$ cat config.mk
export PLATFORM = sky130hd
export DESIGN_NAME = cm_loop_sched
export DESIGN_NICKNAME = d
export VERILOG_FILES = /design/src/rtl/cm_loop_sched.sv
export SDC_FILE = /design/constraint.sdc
export NUM_CORES = 1
export LEC_CHECK = 0
export BUFFER_PORTS_ARGS = -buffer_cell sky130_fd_sc_hd__clkbuf_2
export CAP_MARGIN = 20
export CORE_MARGIN = 5
export CORE_UTILIZATION = 45
export CTS_CLUSTER_SIZE = 28
export DETAILED_ROUTE_END_ITERATION = 12
export HOLD_SLACK_MARGIN = 0.15
export PLACE_DENSITY = 0.69
export SYNTH_ARGS = -nofsm -noshare
export SYNTH_HDL_FRONTEND = slang
export SYNTH_SLANG_ARGS = --single-unit
$ cat constraint.sdc
create_clock -name I_clk -period 3.1 [get_ports I_clk]
set_clock_uncertainty 0.1 [all_clocks]
set_input_delay 0 -clock I_clk [delete_from_list [all_inputs] [get_ports I_clk]]
set_output_delay 0 -clock I_clk [all_outputs]
set_load 0.1 [all_outputs]
$ cat src/rtl/cm_loop_sched.sv
// Three-deep loop-nest index generator: walks (idx0,idx1,idx2) from (0,0,0) up to latched bounds.
// Latency: tuple (0,0,0) valid on the edge after an accepted start; one step per handshake.
// Backpressure: I_ready=0 holds the tuple and flags; I_abort cancels a nest; done pulses once at the end.
//
// Ports:
//   I_clk, I_rst          clock, synchronous active-high reset
//   I_start, I_abort      begin a nest (IDLE only) / cancel the running nest
//   I_upper0..2           inclusive bounds of inner, middle and outer loops (sampled at start)
//   I_ready               downstream accepts the current tuple
//   O_valid, O_idx0..2    current index tuple
//   O_first, O_last       tuple is (0,0,0) / tuple equals latched bounds (both qualified by O_valid)
//   O_busy, O_done        nest in progress / one-cycle completion pulse
module cm_loop_sched #(
  parameter int C_WIDTH = 8
) (
  input  logic               I_clk,
  input  logic               I_rst,
  input  logic               I_start,
  input  logic               I_abort,
  input  logic [C_WIDTH-1:0] I_upper0,
  input  logic [C_WIDTH-1:0] I_upper1,
  input  logic [C_WIDTH-1:0] I_upper2,
  input  logic               I_ready,
  output logic               O_valid,
  output logic [C_WIDTH-1:0] O_idx0,
  output logic [C_WIDTH-1:0] O_idx1,
  output logic [C_WIDTH-1:0] O_idx2,
  output logic               O_first,
  output logic               O_last,
  output logic               O_busy,
  output logic               O_done
);

  typedef enum logic [1:0] {
    S_IDLE = 2'd0,
    S_RUN  = 2'd1,
    S_DONE = 2'd2
  } state_t;

  state_t state_q, state_d;

  logic [C_WIDTH-1:0] idx0_q, idx1_q, idx2_q;
  logic [C_WIDTH-1:0] idx0_d, idx1_d, idx2_d;
  logic [C_WIDTH-1:0] up0_q, up1_q, up2_q;
  logic [C_WIDTH-1:0] up0_d, up1_d, up2_d;

  // Per-loop wrap conditions: compared against the latched bound so that an
  // all-ones bound wraps cleanly instead of relying on natural overflow.
  logic wrap0, wrap1, wrap2, at_last, handshake;

  assign wrap0     = (idx0_q == up0_q);
  assign wrap1     = (idx1_q == up1_q);
  assign wrap2     = (idx2_q == up2_q);
  assign at_last   = wrap0 & wrap1 & wrap2;
  assign handshake = (state_q == S_RUN) & I_ready;

  // ---------------- FSM: state register ----------------
  always_ff @(posedge I_clk) begin
    if (I_rst) begin
      state_q <= S_IDLE;
    end else begin
      state_q <= state_d;
    end
  end

  // ---------------- FSM: next-state logic ----------------
  always_comb begin
    state_d = state_q;
    case (state_q)
      S_IDLE: if (I_start) state_d = S_RUN;
      S_RUN: begin
        // Abort wins over a handshake presented in the same cycle.
        if (I_abort)                  state_d = S_IDLE;
        else if (handshake && at_last) state_d = S_DONE;
      end
      S_DONE:  state_d = S_IDLE;
      default: state_d = S_IDLE;
    endcase
  end

  // ---------------- FSM: outputs ----------------
  always_comb begin
    O_valid = 1'b0;
    O_busy  = 1'b0;
    O_done  = 1'b0;
    O_first = 1'b0;
    O_last  = 1'b0;
    case (state_q)
      S_RUN: begin
        O_valid = 1'b1;
        O_busy  = 1'b1;
        O_first = (idx0_q == '0) && (idx1_q == '0) && (idx2_q == '0);
        O_last  = at_last;
      end
      S_DONE:  O_done = 1'b1;
      default: ;
    endcase
  end

  assign O_idx0 = idx0_q;
  assign O_idx1 = idx1_q;
  assign O_idx2 = idx2_q;

  // ---------------- index / bound datapath ----------------
  always_comb begin
    idx0_d = idx0_q;
    idx1_d = idx1_q;
    idx2_d = idx2_q;
    up0_d  = up0_q;
    up1_d  = up1_q;
    up2_d  = up2_q;
    if (state_q == S_IDLE) begin
      if (I_start) begin
        up0_d  = I_upper0;
        up1_d  = I_upper1;
        up2_d  = I_upper2;
        idx0_d = '0;
        idx1_d = '0;
        idx2_d = '0;
      end
    end else if (state_q == S_RUN) begin
      if (I_abort) begin
        idx0_d = '0;
        idx1_d = '0;
        idx2_d = '0;
      end else if (I_ready) begin
        // Ripple carry inner -> outer. The final step wraps every index to 0,
        // which leaves the indices cleared for DONE and the following IDLE.
        idx0_d = wrap0 ? '0 : idx0_q + C_WIDTH'(1);
        if (wrap0) begin
          idx1_d = wrap1 ? '0 : idx1_q + C_WIDTH'(1);
          if (wrap1) begin
            idx2_d = wrap2 ? '0 : idx2_q + C_WIDTH'(1);
          end
        end
      end
    end
  end

  always_ff @(posedge I_clk) begin
    if (I_rst) begin
      idx0_q <= '0;
      idx1_q <= '0;
      idx2_q <= '0;
      up0_q  <= '0;
      up1_q  <= '0;
      up2_q  <= '0;
    end else begin
      idx0_q <= idx0_d;
      idx1_q <= idx1_d;
      idx2_q <= idx2_d;
      up0_q  <= up0_d;
      up1_q  <= up1_d;
      up2_q  <= up2_d;
    end
  end

endmodule

==> flow_metrics.py <==
metrics = {
    "clock_network": {
        "cts_tree": "built",
        "cts_buffers": 5,
        "path_clk_slew_ns": 0.09,
        "clkSinkCount": 50,
        "htreeDepth": 2,
        "cts_root_buf": "clkbuf_8",
        "cts_resized": 0,
        "worstSkewPairLatency_ns": 0.31,
        "cts_buffer_depth": 2,
    },
    "setup_path": {
        "crit_required_ns": 3.00,
        "cp-end-kind": "output pin",
        "critPathLaunchType": "flip-flop",
        "path_max_fanout": 7,
        "timing.rr.start": "O_idx0[2]",
        "crit_arrival_ns": 2.23,
        "critical_path.startpoint": "O_idx0[2]",
        "worstSetupPathType": "flip-flop to output pin",
    },
    "floorplanning": {
        "initial_utilization": 0.471,
        "die_h_um": 83.8,
        "core_area_um2": 5200,
        "die-width_um": 83.8,
        "die_area_um2": 7020,
        "rows": 26,
        "num_io_pins": 58,
    },
    "routing": {
        "dr.pass1.iters": 4,
        "route.vias.total": 2312,
        "via_per_inst": 5.08,
        "drc_errors": 0,
        "wl_per_cell_um": 14.3,
        "wl_mm": 6.52,
        "ant_nets": 0,
        "drt_iter0_markers": 119,
    },
    "synth": {
        "syn_area_um2": 2450,
        "async_flop_share": 0,
        "synth_area_per_cell_um2": 8.01,
        "synth_nets": 341,
        "ys_seq_area_frac": 0.408,
        "ys_types": 34,
        "yosysWarnings": 0,
        "synth_seq_cells": 50,
        "synth_top_flop_cell": "dfxtp_1",
        "syn_inst": 306,
        "synth_edf_count": 0,
    },
    "grt": {
        "grt_overflow": 0,
        "grt_max_degree": 40,
        "antenna_found_initial": 0,
        "grt_pass1_wl_mm": 11.3,
        "track_usage": 0.196,
        "first_global_vias": 2322,
    },
    "sta": {
        "rsz0062_at_grt": "false",
        "worst_pin_slew_ns": 0.893,
        "period_share": 0.750,
        "setup_tns_ns": 0,
        "slew_viol_final": 0,
        "slew_headroom": 0.405,
        "finalHoldViolations": 0,
        "fin_crit_ns": 2.33,
        "setup_violations": 0,
        "clock.fmax_mhz": 430,
    },
    "layout": {
        "mostFrequentLayoutCell": "nand2_1",
        "most-common-layout-cells": "nand2_1 (59), clkbuf_2 (57), dfxtp_1 (50)",
        "syn2layout_area_growth_pct": 27.5,
        "layout.cells.non_filler": 455,
        "fin_area_um2": 3130,
        "num_antenna_cells": 0,
        "drive_above_1_share": 0.179,
        "layout.nets": 420,
    },
    "pwr": {
        "p_sw_frac": 0.297,
        "leakagePower_nw": 1.26,
        "sequentialPowerShare": 0.530,
        "irDropWorstVdd_uv": 263,
        "combPwrFrac": 0.194,
        "p_clk_frac": 0.276,
        "power_switching_mw": 0.385,
        "p_int_mw": 0.912,
        "p_per_area_nw_per_um2": 415,
        "finalPower_mw": 1.30,
    },
    "job": {
        "cap_violations": 0,
    },
    "placed_design": {
        "place.port_buffers": 57,
        "hpwl_mm": 4.55,
        "globalplace.congestion": 0.881,
        "place_area_um2": 2780,
        "place_inst": 421,
    },
    "min_path": {
        "worst_hold_path_type": "input port to flip-flop",
        "min_from": "I_start",
    },
    "status": {
        "status": "finished clean",
    },
}
final timing paths:
path	endpoint	slack [ns]	depth (start not counted)
hold / removal	O_idx0[1]	0.20	5
setup reg to reg	state_q[1]	0.82	6
setup / recovery	O_last	0.77	5
hold reg to reg	up1_q[4]	0.37	2
layer usage:
metal | GRT usage | up-vias | part of all wire
met1 | 0.249 | 1055 | 0.46
met2 | 0.320 | 65 | 0.47
li1 | - | 1187 | -
met4 | 0.0556 | 0 | 0.0087
met3 | 0.0602 | 5 | 0.062
met5 | 0 | - | 0
registers in the layout (all words and copies together), names as in the netlist:
register / cells
up1_q: 8
O_idx1: 8
up2_q: 8
O_idx0: 8
O_idx2: 8
state_q: 2
up0_q: 8
synth_stat cells (5+ instances only):
cell type | count | share of area
a21oi_1 | 32 | 0.065
and3_1 | 8 | 0.020
clkbuf_1 | 11 | 0.017
dfxtp_1 | 50 | 0.41
ha_1 | 6 | 0.031
inv_1 | 8 | 0.012
nand2_1 | 59 | 0.090
nand3_1 | 9 | 0.018
nand4_1 | 16 | 0.041
nor2_1 | 26 | 0.040
nor3_1 | 9 | 0.018
nor4_1 | 5 | 0.013
xnor2_1 | 29 | 0.10
xor2_1 | 12 | 0.043
timing repair:
item	CTS	global route
setup buffers	0	0
hold endpoints to repair	28	0
endpoints found under the setup margin	0	0
hold buffers	27	0
layout make-up:
class / instances / area [um2]
Tap cell: 70 / 87.6
Multi-Input combinational cell: 234 / 1360
Sequential cell: 50 / 1000
Inverter: 8 / 30.0
Fill cell: 486 / 2080
Clock buffer: 7 / 76.3
Timing Repair Buffer: 86 / 571
through the flow:
stage / setup slack, ns / utilization / hold WS (ns)
detailed placement: 0.869 / 0.534 / 0.129
CTS: 0.779 / 0.600 / 0.195
finish: 0.774 / 0.600 / 0.198
floorplan: 0.347 / - / -0.0222
global placement: 0.883 / 0.534 / 0.122
global route: 0.596 / 0.600 / 0.231
logic make-up (layout without fill, tap and decap cells):
group / Yosys count / in the layout / share of synthesized area
flip-flops: 50 / 50 / 0.408
XOR/XNOR: 42 / 42 / 0.153
AND/OR/NAND/NOR: 147 / 147 / 0.285
buffers and inverters: 22 / 101 / 0.0388
adder cells (fa/ha/maj): 6 / 6 / 0.0306
AO/OA/AOI/OAI: 39 / 39 / 0.0837
power groups by stage:
stage / Combinational (mW) / Sequential, mW / Clock (mW)
global placement: 0.223 / 0.702 / 0
CTS: 0.251 / 0.688 / 0.368
finish: 0.251 / 0.687 / 0.358
floorplan: 0.148 / 0.722 / 0
global route: 0.275 / 0.691 / 0.404
detailed placement: 0.224 / 0.703 / 0
worst max-delay path, stage by stage, from the launching register on:
cell      delay [ns]
dfxtp_1         0.51
xnor2_2         0.15
nand4_1         0.16
nor4_2          0.42
and3_1          0.22
clkbuf_2        0.46
No activity file was read; power rests on OpenSTA's default activity.
